===== config.mk =====
export PLATFORM = sky130hd
export DESIGN_NAME = m_serial_adder_flat
export DESIGN_NICKNAME = d
export VERILOG_FILES = /design/src/rtl/cld_pkg.sv /design/src/rtl/m_serial_adder_if.sv /design/src/rtl/m_serial_adder_fa.sv /design/src/rtl/m_serial_adder.sv /design/src/flat_wrapper.sv
export SDC_FILE = /design/constraint.sdc
export NUM_CORES = 1
export LEC_CHECK = 0
export ABC_AREA = 1
export CAP_MARGIN = 20
export CORE_ASPECT_RATIO = 0.9
export CORE_MARGIN = 2
export CORE_UTILIZATION = 45
export CTS_BUF_LIST = sky130_fd_sc_hd__clkbuf_16
export DETAILED_ROUTE_END_ITERATION = 10
export GPL_ROUTABILITY_DRIVEN = 0
export GPL_TIMING_DRIVEN = 0
export HOLD_SLACK_MARGIN = 0.05
export PLACE_DENSITY = 0.78
export REMOVE_ABC_BUFFERS = 1
export SLEW_MARGIN = 40
export SYNTH_ARGS = -nofsm -noshare
export SYNTH_HDL_FRONTEND = slang
export SYNTH_SLANG_ARGS = --single-unit

===== constraint.sdc =====
create_clock -name w_clk -period 1.3 [get_ports w_clk]
set_clock_uncertainty 0.2 [all_clocks]
set_input_delay 0.26 -clock w_clk [delete_from_list [all_inputs] [get_ports w_clk]]
set_output_delay 0.26 -clock w_clk [all_outputs]
set_load 0.005 [all_outputs]

===== src/rtl/cld_pkg.sv =====
// cld_pkg: state encoding shared by the serial adder controller
package cld_pkg;
  typedef enum logic [1:0] {
    IDLE = 2'd0,
    RUN  = 2'd1,
    DONE = 2'd2
  } state_t;
endpackage


===== src/rtl/m_serial_adder_if.sv =====
// m_serial_adder_if: operand and result valid/ready handshakes of the serial adder
interface m_serial_adder_if #(parameter int WIDTH = 8);
  logic             w_in_valid;
  logic             w_in_ready;
  logic [WIDTH-1:0] w_a;
  logic [WIDTH-1:0] w_b;
  logic             w_cin;
  logic             w_out_valid;
  logic             w_out_ready;
  logic [WIDTH-1:0] w_sum;
  logic             w_cout;
  logic             w_ovf;
  modport master (
    output w_in_valid, w_a, w_b, w_cin, w_out_ready,
    input  w_in_ready, w_out_valid, w_sum, w_cout, w_ovf
  );
  modport slave (
    input  w_in_valid, w_a, w_b, w_cin, w_out_ready,
    output w_in_ready, w_out_valid, w_sum, w_cout, w_ovf
  );
endinterface


===== src/rtl/m_serial_adder_fa.sv =====
// m_FA: 1-bit full-adder cell
module m_FA (
  input  logic i_a,
  input  logic i_b,
  input  logic i_c,
  output logic o_s,
  output logic o_c
);
  assign o_s = i_a ^ i_b ^ i_c;
  assign o_c = (i_a & i_b) | (i_c & (i_a ^ i_b));
endmodule


===== src/rtl/m_serial_adder.sv =====
// m_serial_adder: LSB-first bit-serial adder sharing one full-adder cell over WIDTH cycles
module m_serial_adder
  import cld_pkg::*;
#(
  parameter int WIDTH = 8
) (
  input  logic w_clk,
  input  logic w_rst_n,
  m_serial_adder_if.slave bus
);
  localparam int CW = $clog2(WIDTH);
  state_t           state_q, state_d;
  logic [WIDTH-1:0] a_q, a_d, b_q, b_d, sum_q, sum_d;
  logic             carry_q, carry_d, cmsb_q, cmsb_d;
  logic [CW-1:0]    cnt_q, cnt_d;
  logic             fa_s, fa_c;
  logic             done;
  m_FA u_fa (
    .i_a(a_q[0]),
    .i_b(b_q[0]),
    .i_c(carry_q),
    .o_s(fa_s),
    .o_c(fa_c)
  );
  always_comb begin
    state_d = state_q;
    a_d     = a_q;
    b_d     = b_q;
    sum_d   = sum_q;
    carry_d = carry_q;
    cmsb_d  = cmsb_q;
    cnt_d   = cnt_q;
    case (state_q)
      IDLE: if (bus.w_in_valid) begin
        a_d     = bus.w_a;
        b_d     = bus.w_b;
        carry_d = bus.w_cin;
        sum_d   = '0;
        cnt_d   = '0;
        state_d = RUN;
      end
      RUN: begin
        sum_d   = {fa_s, sum_q[WIDTH-1:1]};
        carry_d = fa_c;
        a_d     = a_q >> 1;
        b_d     = b_q >> 1;
        cnt_d   = cnt_q + CW'(1);
        // carry_q here is the carry into the MSB, kept for the overflow flag
        if (cnt_q == CW'(WIDTH - 1)) begin
          cmsb_d  = carry_q;
          state_d = DONE;
        end
      end
      DONE: state_d = bus.w_out_ready ? IDLE : DONE;
      default: state_d = IDLE;
    endcase
  end
  always_ff @(posedge w_clk or negedge w_rst_n) begin
    if (!w_rst_n) begin
      state_q <= IDLE;
      a_q     <= '0;
      b_q     <= '0;
      sum_q   <= '0;
      carry_q <= 1'b0;
      cmsb_q  <= 1'b0;
      cnt_q   <= '0;
    end else begin
      state_q <= state_d;
      a_q     <= a_d;
      b_q     <= b_d;
      sum_q   <= sum_d;
      carry_q <= carry_d;
      cmsb_q  <= cmsb_d;
      cnt_q   <= cnt_d;
    end
  end
  assign done            = state_q == DONE;
  assign bus.w_in_ready  = state_q == IDLE;
  assign bus.w_out_valid = done;
  assign bus.w_sum       = done ? sum_q : '0;
  assign bus.w_cout      = done & carry_q;
  assign bus.w_ovf       = done & (cmsb_q ^ carry_q);
endmodule


===== src/flat_wrapper.sv =====
// flat-port wrapper written by rule: the top's interface ports become plain ports
module m_serial_adder_flat import cld_pkg::*;
#(
  parameter int WIDTH = 8
)
  (w_clk, w_rst_n, bus_w_in_valid, bus_w_a, bus_w_b, bus_w_cin, bus_w_out_ready, bus_w_in_ready, bus_w_out_valid, bus_w_sum, bus_w_cout, bus_w_ovf);
  m_serial_adder_if #(.WIDTH(WIDTH)) bus_i ();
  input  logic w_clk;
  input  logic w_rst_n;
  input wire logic [$bits(bus_i.w_in_valid)-1:0] bus_w_in_valid;
  input wire logic [$bits(bus_i.w_a)-1:0] bus_w_a;
  input wire logic [$bits(bus_i.w_b)-1:0] bus_w_b;
  input wire logic [$bits(bus_i.w_cin)-1:0] bus_w_cin;
  input wire logic [$bits(bus_i.w_out_ready)-1:0] bus_w_out_ready;
  output wire logic [$bits(bus_i.w_in_ready)-1:0] bus_w_in_ready;
  output wire logic [$bits(bus_i.w_out_valid)-1:0] bus_w_out_valid;
  output wire logic [$bits(bus_i.w_sum)-1:0] bus_w_sum;
  output wire logic [$bits(bus_i.w_cout)-1:0] bus_w_cout;
  output wire logic [$bits(bus_i.w_ovf)-1:0] bus_w_ovf;
  assign bus_i.w_in_valid = bus_w_in_valid;
  assign bus_i.w_a = bus_w_a;
  assign bus_i.w_b = bus_w_b;
  assign bus_i.w_cin = bus_w_cin;
  assign bus_i.w_out_ready = bus_w_out_ready;
  assign bus_w_in_ready = bus_i.w_in_ready;
  assign bus_w_out_valid = bus_i.w_out_valid;
  assign bus_w_sum = bus_i.w_sum;
  assign bus_w_cout = bus_i.w_cout;
  assign bus_w_ovf = bus_i.w_ovf;
  m_serial_adder #(.WIDTH(WIDTH)) u_core (.w_clk(w_clk), .w_rst_n(w_rst_n), .bus(bus_i));
endmodule

After elaboration in Yosys (flattened, before gate mapping)
Index checks and enable logic that the tools add are counted.
Widths: inputs -> output; s select.

word-level totals
  bits in registers = 31
  input port bits = 21
  output and inout bits = 12
  word-level logic and storage cells = 41

cells by class
  $add $sub $neg = 1
  equal/unequal tests = 5
  muxes and demuxes = 15
  bitwise logic cells = 8
  reductions and logical operators = 5

operators with widths
  kind                 count
  $pmux 8 s2           3
  $mux 8               4
  $mux 2               3
  $pmux 2 s3           1
  $pmux 3 s2           1
  $reduce_and 2->1     3
  $and 1x1->1          4
  $add 3x1->3 const B  1
  $eq 3x3->1 const B   1
  $mux 3               1
  $xor 1x1->1          3
  $eq 2x1->1 const B   1
  $eq 2x2->1 const B   1
  $logic_not 2->1      1
  $ne 2x1->1 const B   1
  $ne 2x2->1 const B   1
  $pmux 1 s2           1
  $reduce_bool 2->1    1
  $mux 1               1
  $or 1x1->1           1

Depth between registers and ports, before layout
  depth after elaboration = 4
  depth in mapped cells = 6

By module
Synthesis repeated with hierarchy kept, for this count alone.

unflattened totals
  cell total of the unflattened synthesis = 210
  area total of the unflattened synthesis = 1614.0 um^2

by module, submodules not included
  module          times used  cells an instance  area an instance (um^2)  seq. area each (um^2)
  m_serial_adder  1           209                1594.0                   775.7
  m_FA            1           1                  20.0                     0.0

Least setup slack after synthesis
No wires, ideal clock.

  kind = reg2out
  start point = register u_core.state_q[0]
  end point = output bus_w_cout
  data arrival time = 946 ps
  data required time = 840 ps
  setup slack = -106 ps
  cell stages (with the launch flop) = 6
  path buffers = 2
  cells stage by stage = dfrtp_1 buf_6 inv_2 nand2_1 buf_2 nor2_1

on the way
  cells in the longest elaborated chain, start to end = 2

RTL lines
  item                      line                  source
  start: declaration        m_serial_adder.sv:12  state_t state_q, state_d;
  start signal: assignment  m_serial_adder.sv:68  state_q <= state_d;
  $eq 2x2->1                m_serial_adder.sv:77  assign done = state_q == DONE;
  $and 1x1->1               m_serial_adder.sv:81  assign bus.w_cout = done & carry_q;
  end: declaration          flat_wrapper.sv:18    output wire logic [$bits(bus_i.w_cout)-1:0] bus_w_cout;

No other way between the ends.

Worst setup path in the final report
  start point = register u_core.state_q[0]
  end point = output bus_w_sum[1]

on the way
  cells in the longest elaborated chain, start to end = 2

RTL lines
  item              line                  source
  $eq 2x2->1        m_serial_adder.sv:77
  $mux 8            m_serial_adder.sv:80  assign bus.w_sum = done ? sum_q : '0;
  end: declaration  flat_wrapper.sv:17    output wire logic [$bits(bus_i.w_sum)-1:0] bus_w_sum;

No other way between the ends.

==> flow_metrics.tcl <==
set metrics [dict create \
    postRouteAntennaNets 0 \
    clk_pin_slew_worst_paths_ns 0.06 \
    leakagePower_nw 1.36 \
    drt_pre_antenna_iters 4 \
    core.rowCount 20 \
    routed_wl_mm 5.41 \
    fin_crit_ns 1.75 \
    cpMaxStageDelayCell "dfrtp_4" \
    cp-end-kind "output port" \
    drcViolationCount 0 \
    cts_buffer_depth 2 \
    crit_family "flip-flops" \
    ir_worst_vdd_mv 1.02 \
    power.internal_mw 3.71 \
    htree_levels 2 \
    tightest_slew_ns 0.704 \
    root_buffer "clkbuf_16" \
    ys_seq_area_frac 0.490 \
    via_per_inst 5.03 \
    grt_overflow 0 \
    final_layout_size_suffix_gt1_frac 0.342 \
    fin_setup_tns_ns -13.53 \
    cap_viol_max_count 0 \
    initial_core_util 0.469 \
    timing.fmax_ghz 0.572 \
    outcome "complete, but fails checks" \
    synth_area_mm2 0.00158 \
    core_area_mm2 0.00338 \
    wire_per_inst_um 17.1 \
    maxSlewHeadroom 0.531 \
    syn-instance-count 210 \
    num_antenna_cells 0 \
    switching_share 0.423 \
    die_x_um 66.5 \
    pwr-share-seq 0.281 \
    setup_violations 43 \
    utilization 0.783 \
    dp_hpwl_mm 1.92 \
    antenna_found_initial 0 \
    path_buf_inv 3 \
    crit_type "reg2out" \
    numCtsBuffers 5 \
    cpPeakStageDelay_ns 0.50 \
    rsz0062_at_grt "true" \
    violations "hold timing, setup timing" \
    crit_path_start "u_core.state_q[0]" \
    finalCritPeriodShare 1.35 \
    synthTopCellsByArea "dfrtp_1 49%, nand2_1 18%, inv_1 9.7%" \
    via_count 1590 \
    hold_viol_final 31 \
    fp.dieH_um 60.3 \
    p_per_area_mw_per_mm2 2430 \
    cts.sinks 31 \
    nets 295 \
    hold_ws_ns -0.180 \
    grt_pass1_vias 1581 \
    dp_worst_setup_slack_ns -0.944 \
    arrival_ns 1.29 \
    grt_start_max_net_pins 32 \
    synth_cell_types 21 \
    r2r_start "u_core.state_q[0]" \
    syn_to_final_growth_pct 67.0 \
    critPathRequiredTime_ns 0.84 \
    ioPinCount 33 \
    yosys.area.top_type "dfrtp_1" \
    dieArea_mm2 0.00401 \
    ys_ff_latch 31 \
    startpoint_type "flip-flop" \
    cts_tree "yes" \
    path_max_fanout 6 \
    slew_violations 0 \
    synth_area_per_cell_um2 7.54 \
    synth_top_area_frac 0.490 \
    grt_use_total 0.269 \
    hold_class "in2async" \
    grt_pass1_wl_mm 7.65 \
    drt_iter0_markers 121 \
    pwr-share-clk 0.172 \
    ys_warn_count 0 \
    path_cells "inv_4, buf_6, nand2_8, nor2_2, buf_2" \
    comb_power_share 0.547 \
    portBuffers 32 \
    clock_latency_ns 0.28 \
    p_switching_mw 2.72 \
    setup_ws_ns -0.449 \
]
## what timing repair did
action                                  in CTS  in global routing
resized for setup                          108                 26
endpoints found under the hold margin       31                 31
gates cloned                                 6                  0
pin swaps                                   15                 11
buffers inserted                            18                  6
endpoints found under the setup margin      43                 43
## per-stage QoR
step / hold WS, ns / area, um2 / power [mW] / std cells
2_1_floorplan: -0.236 / 1520 / 2.81 / 202
3_3_place_gp: 0.260 / 1900 / 3.21 / 278
3_5_place_dp: 0.142 / 1890 / 3.28 / 278
4_1_cts: -0.151 / 2490 / 5.70 / 310
5_1_grt: -0.112 / 2650 / 6.77 / 316
6_report: -0.180 / 2650 / 6.43 / 316
## synthesized netlist by cell type, drive strengths merged
cell	n
nor2	13
dfrtp	31
nand3	18
fa	1
nand2	78
or2	1
buf	8
a21oi	2
o21ai	13
inv	42
ha	2
xnor2	1
## power by group through the flow
stage                     Combinational (mW)  Clock, mW  Sequential (mW)
after floorplan                         1.17          0             1.65
after global placement                  1.50          0             1.70
after detailed placement                1.56          0             1.72
after CTS                               2.91       1.09             1.70
after global routing                    3.80       1.14             1.83
final                                   3.52       1.10             1.81
## logic make-up (layout without fill, tap and decap cells)
| kind of cell | Yosys count | count (layout) | share of synthesized area |
|---|---|---|---|
| adders and majority gates | 3 | 3 | 0.0284 |
| DFF | 31 | 31 | 0.490 |
| buffers and inverters | 50 | 107 | 0.140 |
| and+or+nand+nor | 110 | 115 | 0.284 |
| AOI/OAI and AO/OA | 15 | 15 | 0.0521 |
| xor gates and xnor gates | 1 | 1 | 0.00553 |
## final cells by class
class	instances	area, um2
clock inverters	3	12.5
multi-input cells	134	911
fillers	201	733
repair buffers	57	597
flip-flops and latches	31	781
inverters	42	164
well taps	44	55.1
clock buffers	5	125
## per-layer routing
layer | track usage | part of all wire
met5 | 0 | 0
met3 | 0.0584 | 0.057
met4 | 0.152 | 0.039
met1 | 0.313 | 0.41
met2 | 0.463 | 0.49
## path summary, 6_finish.rpt
path | to | slack, ns | cells after the start
max | bus_w_sum[1] | -0.45 | 5
min | u_core.sum_q[3] | -0.18 | 1
max reg2reg | u_core.cnt_q[2] | -0.38 | 9
min reg2reg | u_core.a_q[5] | 0.27 | 2
max in group asynchronous | u_core.state_q[0] | 0.54 | 1
min in group w_clk | u_core.a_q[5] | 0.27 | 2
## cells in the final DEF (no fill, tap or decap), drive strengths merged
| cell type | n |
|---|---|
| o21ai | 13 |
| buf | 38 |
| xnor2 | 1 |
| a21oi | 2 |
| fa | 1 |
| nand3 | 18 |
| inv | 43 |
| nand2 | 83 |
| clkbuf | 5 |
| clkinv | 1 |
| clkdlybuf4s50 | 19 |
| ha | 2 |
| clkinvlp | 1 |
| or2 | 1 |
| nor2 | 13 |
| dfrtp | 31 |
## flip-flops by register name, indices dropped and copies added (netlist names)
register / flops
u_core.a_q: 8
u_core.b_q: 8
u_core.carry_q: 1
u_core.cmsb_q: 1
u_core.cnt_q: 3
u_core.state_q: 2
u_core.sum_q: 8
Power figures use the tool's default switching activity.
